--- src/rtl/if_id_buffer.sv ---
// Two-entry {pc, inst} queue between fetch and decode.
// Outputs come only from registered state; an empty queue presents a NOP.
module if_id_buffer #(
    parameter int unsigned WIDTH = 32,
    parameter int unsigned CNT_W = 16
) (
    input  logic             clk,
    input  logic             clrn,
    input  logic             in_valid,
    input  logic [WIDTH-1:0] in_inst,
    input  logic [WIDTH-1:0] in_pc,
    output logic             in_ready,
    input  logic             flush,
    input  logic             id_stall,
    output logic             out_valid,
    output logic [WIDTH-1:0] out_inst,
    output logic [WIDTH-1:0] out_pc,
    output logic [1:0]       count,
    output logic [CNT_W-1:0] bubble_cnt
);

    logic [WIDTH-1:0] slotInst [2];
    logic [WIDTH-1:0] slotPc   [2];
    logic             wptr;
    logic             rptr;
    logic [1:0]       countQ;
    logic [CNT_W-1:0] bubbleQ;
    logic             push;
    logic             pop;

    // in_ready depends on occupancy only, so fetch never sees a stall/flush path.
    assign in_ready   = (countQ != 2'd2);
    assign out_valid  = (countQ != 2'd0);
    assign out_inst   = out_valid ? slotInst[rptr] : '0;
    assign out_pc     = out_valid ? slotPc[rptr] : '0;
    assign count      = countQ;
    assign bubble_cnt = bubbleQ;

    assign push = in_valid & in_ready & ~flush;
    assign pop  = out_valid & ~id_stall & ~flush;

    always_ff @(posedge clk) begin
        if (!clrn) begin
            countQ      <= 2'd0;
            wptr        <= 1'b0;
            rptr        <= 1'b0;
            bubbleQ     <= '0;
            slotInst[0] <= '0;
            slotInst[1] <= '0;
            slotPc[0]   <= '0;
            slotPc[1]   <= '0;
        end else begin
            if (flush) begin
                countQ <= 2'd0;
                wptr   <= 1'b0;
                rptr   <= 1'b0;
            end else begin
                if (push) begin
                    slotInst[wptr] <= in_inst;
                    slotPc[wptr]   <= in_pc;
                    wptr           <= ~wptr;
                end
                if (pop) begin
                    rptr <= ~rptr;
                end
                if (push && !pop) begin
                    countQ <= countQ + 2'd1;
                end else if (pop && !push) begin
                    countQ <= countQ - 2'd1;
                end
            end
            if (!out_valid && (bubbleQ != {CNT_W{1'b1}})) begin
                bubbleQ <= bubbleQ + CNT_W'(1);
            end
        end
    end

endmodule

--- config.mk ---
export PLATFORM = sky130hd
export DESIGN_NAME = if_id_buffer
export DESIGN_NICKNAME = d
export VERILOG_FILES = /design/src/rtl/if_id_buffer.sv
export SDC_FILE = /design/constraint.sdc
export NUM_CORES = 1
export LEC_CHECK = 0
export ABC_AREA = 0
export CAP_MARGIN = 20
export CELL_PAD_IN_SITES_DETAIL_PLACEMENT = 0
export CELL_PAD_IN_SITES_GLOBAL_PLACEMENT = 1
export CORE_MARGIN = 4
export CORE_UTILIZATION = 43
export CTS_CLUSTER_DIAMETER = 50
export DETAILED_ROUTE_END_ITERATION = 8
export PLACE_DENSITY_LB_ADDON = 0.1
export SYNTH_ARGS = -nofsm -noshare
export SYNTH_HDL_FRONTEND = slang
export SYNTH_SLANG_ARGS = --single-unit
--- constraint.sdc ---
create_clock -name clk -period 14.3 [get_ports clk]
set_input_delay 1.43 -clock clk [delete_from_list [all_inputs] [get_ports clk]]
set_output_delay 1.43 -clock clk [all_outputs]
set_load 0.03 [all_outputs]
Yosys cells after proc, flatten, opt, wreduce, memory -nomap -nowiden --
Memory sizes are Yosys's and may differ from the RTL's. A register that Yosys moved wholly into a read port is not among the register bits. Index checks and enable logic that the tools add are counted.
Storage, ports and cells: register bits after elaboration 20, RAM bits 128, output and inout bits 84, memories kept 2
Memories:
- slotInst | words 2, width 32, rd ports 1, clocked after Yosys merged registers in 1, write ports 2, RTL line 22 | logic [WIDTH-1:0] slotInst [2];
- slotPc | words 2, width 32, rd ports 1, clocked after Yosys merged registers in 1, write ports 2, RTL line 23 | logic [WIDTH-1:0] slotPc [2];
Cells by class: add/subtract/negate cells 3, eq/ne operators 2, muxes and demuxes 19, bitwise gates (word level) 9, reduce and logical (&&, ||, !) cells 11
Operators by type and width (number):
- 2-to-1 mux 32 bit | 4
- OR reduction 32 bit | 2
- adder 16 x 1 -> 16 bit, second input constant | 1
- inequality test 16 bit, second input constant | 1
- 2-to-1 mux 1 bit | 13
- inverter 1 bit | 5
- AND 1 bit | 4
- 2-to-1 mux 2 bit | 2
- nonzero test 2 bit | 2
- logical AND 1 bit | 3
- logical NOT 1 bit | 3
- adder 2 x 1 -> 2 bit, second input constant | 1
- inequality test 2 bit, second input constant | 1
- OR reduction 2 bit | 1
- subtractor 2 x 1 -> 2 bit, second input constant | 1

Logic depth before layout (Yosys ltp) --
word-level depth 9, depth in mapped cells 7

Worst setup path before layout --
Ideal clock, no wire load.
kind in2reg, from in in_valid, to mem slotInst[0][0] (enable), library setup time 0.582 ns, arrival 6.266 ns, data required time 13.718 ns, slack 7.452 ns, cell stages on the path 2, buffers on the path 0, cells stage by stage nand2_2 o31ai_1
RTL lines:
- start, declared | RTL line 9 | input logic in_valid,
- end, declared | RTL line 22

Final worst setup path --
from reg countQ[1] (netlist: count[1]), to out out_inst[6]
On the way: longest elaborated chain between the ends 2
RTL lines:
- start, declared | RTL line 26 | logic [1:0] countQ;
- start signal, assigned | RTL line 67 | countQ <= countQ + 2'd1;
- start signal, assigned | RTL line 69 | countQ <= countQ - 2'd1;
- nonzero test 2 bit | RTL line 33 | assign out_valid = (countQ != 2'd0);
- 2-to-1 mux 32 bit | RTL line 34 | assign out_inst = out_valid ? slotInst[rptr] : '0;
- end, declared | RTL line 16 | output logic [WIDTH-1:0] out_inst,
No other way between the ends.

==> qor.yml <==
worst-setup-path-type: "reg -> out"
cts_buffers: 17
slew_headroom_pct: 36.1
dpl.hpwl_um: 9380
post_cts_buffers: 0
fin_skew_ps: 5.63
grt_overflow_total: 0
r2r_start: "count[1]$_SDFFE_PP0P_"
antenna_found_initial: 0
hold_path.class: "reg -> reg"
p_switching_uw: 221
critPathMaxFanout: 44
cts.sinks: 149
fin_nets: 750
cts.repair.resized: 0
die_w_um: 133
drt_iter0_drc: 293
diodes: 0
wl_per_cell_um: 16.6
start_util_pct: 44.2
cts.hold.buffers_added: 0
dieHeight_um: 133
setup_tns_ps: 0
syn_to_final_growth_pct: 33.8
drt_first_pass_iters: 4
ir_worst_vdd_uv: 73.3
pwr-share-seq_pct: 49.8
pin_count: 153
final-max-slew-violation-count: 0
postRouteAntennaNets: 0
period_share_pct: 29.4
endpoint_kind: "primary output"
cp_data_required_time_ps: 12870
critPathMaxStageDelay_ps: 630
gp_congestion: 0.748
power.leakage_nw: 3.11
clock_path_buffers: 2
setup_slack_ps: 10100
synth-edff-count: 128
critPathArrivalTime_ps: 2770
busiest_layer: "met2"
crit_cells: 4
syn_area_um2: 6750
grtUsageTotal_pct: 17.0
worstSkewPairLatency_ps: 420
grt_util_met3_pct: 4.65
root_buffer: "clkbuf_16"
clk_pin_slew_ps: 60
crit_end: "out_inst[6]"
ys_types: 41
register_area_um2: 4270
post-route-min-period_ps: 4200
rows: 45
netlist_instances: 534
pwr_density_cell_nw_per_um2: 112
clockPowerShare_pct: 40.5
fillCellCount: 1286
r2r-end: "count[1]$_SDFFE_PP0P_"
critPathBufInv: 2
reg2reg_slack_ps: 11670
htreeDepth: 4
ys.flop_type: "edfxtp_1"
vias_per_cell: 4.93
cts_tree: "done"
synth_nets: 605
ys_ff_latch: 149
port_buffers: 152
max_freq_mhz: 238
met1_usage_pct: 21.3
die_area_um2: 17800
drive_gt1_share_pct: 5.07
drcViolationCount: 0
ys_warn_count: 0
yosysSeqAreaShare_pct: 63.2
critPathSlowestCell: "clkdlybuf4s50_1"
async_flop_share_pct: 0
p_int_uw: 789
grtUsageMet2_pct: 28.3
finalSetupViolations: 0
crit_start: "count[1]$_SDFFE_PP0P_"
grt_pass1_vias: 4558
synth.avg_cell_area_um2: 12.6
core_um2: 15300
vias: 4445
multi_input_comb_area_um2: 2370
status: "finished, final reports clean"
grt_pass1_wl_um: 23400
rsz0062_at_grt: "false"
grt_max_degree: 65
cp_top_family: "buffers and inverters"
r2r_cells: 6
critPathLaunchType: "flip-flop"
p_comb_share_pct: 9.7
post-place-ws_ps: 9930
worst_slew_pin_slew_ps: 959
wl_um: 15000
switching_share_pct: 21.9
hold_viol_final: 0
drv_cap: 0
cp_cell_sequence: "nor2_4, buf_4, nor2_1, clkdlybuf4s50_1"
## per-layer routing
layer | share of wire, % | routed length (um)
met3 | 4.8 | 719
met1 | 45 | 6750
met2 | 49 | 7330
met5 | 0 | 0
met4 | 1.0 | 152
## flip-flops by register name, summed over array words and instances (netlist names), named ones only
signal,count
slotInst,64
slotPc,64
rptr,1
wptr,1
bubble_cnt,16
count,2
## metrics by stage
| step | power [mW] | hold WS [ps] | cell area [um2] | utilization [%] | instances |
|---|---|---|---|---|---|
| after floorplan | 0.562 | 472 | 6750 | - | 534 |
| after CTS | 1.02 | 487 | 9020 | 59.1 | 901 |
| final | 1.01 | 483 | 9020 | 59.1 | 901 |
| after detailed placement | 0.611 | 477 | 8500 | 55.7 | 871 |
| after global placement | 0.609 | 478 | 8470 | 55.5 | 870 |
| after global routing | 1.05 | 513 | 9020 | 59.1 | 901 |
## power groups by stage
stage | clock [mW] | combinational [mW] | sequential [mW]
detailed placement | 0 | 0.0987 | 0.512
floorplan | 0 | 0.0474 | 0.514
global route | 0.435 | 0.105 | 0.505
global placement | 0 | 0.0974 | 0.511
CTS | 0.417 | 0.0993 | 0.503
finish | 0.409 | 0.0976 | 0.503
## how the worst min path moves through the flow
stage                               startpoint                         end  slack (ps)  depth (start not counted)
global placement    bubble_cnt[6]$_SDFFE_PN0P_  bubble_cnt[6]$_SDFFE_PN0P_         480                          2
floorplan                    rptr$_SDFFE_PP0P_                   flip-flop         470                          2
CTS                 bubble_cnt[6]$_SDFFE_PN0P_  bubble_cnt[6]$_SDFFE_PN0P_         490                          2
detailed placement  bubble_cnt[6]$_SDFFE_PN0P_  bubble_cnt[6]$_SDFFE_PN0P_         480                          2
finish              bubble_cnt[6]$_SDFFE_PN0P_  bubble_cnt[6]$_SDFFE_PN0P_         480                          2
global route        bubble_cnt[6]$_SDFFE_PN0P_  bubble_cnt[6]$_SDFFE_PN0P_         510                          2
## logic make-up after synthesis
family | share of synthesized area, %
AO/OA/AOI/OAI | 2.62
XOR/XNOR | 0.519
adder cells (fa/ha/maj) | 0.371
buffers and inverters | 2.28
flip-flops | 63.2
multiplexers | 10.2
AND/OR/NAND/NOR | 20.8
## cell usage after synthesis (4+ instances only)
| cell type | instances | area share (%) |
|---|---|---|
| buf_2 | 9 | 0.67 |
| nand2b_1 | 7 | 0.65 |
| o31ai_1 | 4 | 0.45 |
| or3_1 | 5 | 0.46 |
| nand4_1 | 4 | 0.37 |
| dfxtp_1 | 21 | 6.2 |
| and2_1 | 130 | 12 |
| a21oi_1 | 9 | 0.67 |
| mux2i_1 | 69 | 10 |
| nor2_1 | 70 | 3.9 |
| edfxtp_1 | 128 | 57 |
| buf_1 | 5 | 0.28 |
| nand2_1 | 11 | 0.61 |
| inv_1 | 4 | 0.22 |
| clkbuf_1 | 16 | 0.89 |
| and4_1 | 4 | 0.52 |
## worst reg2reg max path: cells and delay by family (launching register included)
family	cells	cell delay (ps)
simple gates	3	1200
buf+inv	1	580
flops	1	380
fa+ha+maj	1	270
compound gates	1	140
## area by class of cell
class	count	area share [%]
clock buffers	21	4.88
clock inverters	9	0.970
inverters	5	0.208
multi-input cells	349	26.2
flip-flops and latches	149	47.3
well taps	211	2.93
repair buffers	157	17.5
## cell usage in the layout, fill, tap and decap left out, types with 5 or more instances in the layout
| cell | count |
|---|---|
| clkinv_1 | 7 |
| a21oi_1 | 9 |
| clkbuf_16 | 17 |
| mux2i_1 | 69 |
| edfxtp_1 | 128 |
| nor2_1 | 69 |
| clkdlybuf4s50_1 | 152 |
| or3_1 | 5 |
| dfxtp_1 | 20 |
| nand2_1 | 11 |
| nand2b_1 | 6 |
| and2_1 | 130 |
Note: power is estimated with default switching activity, not from simulation.
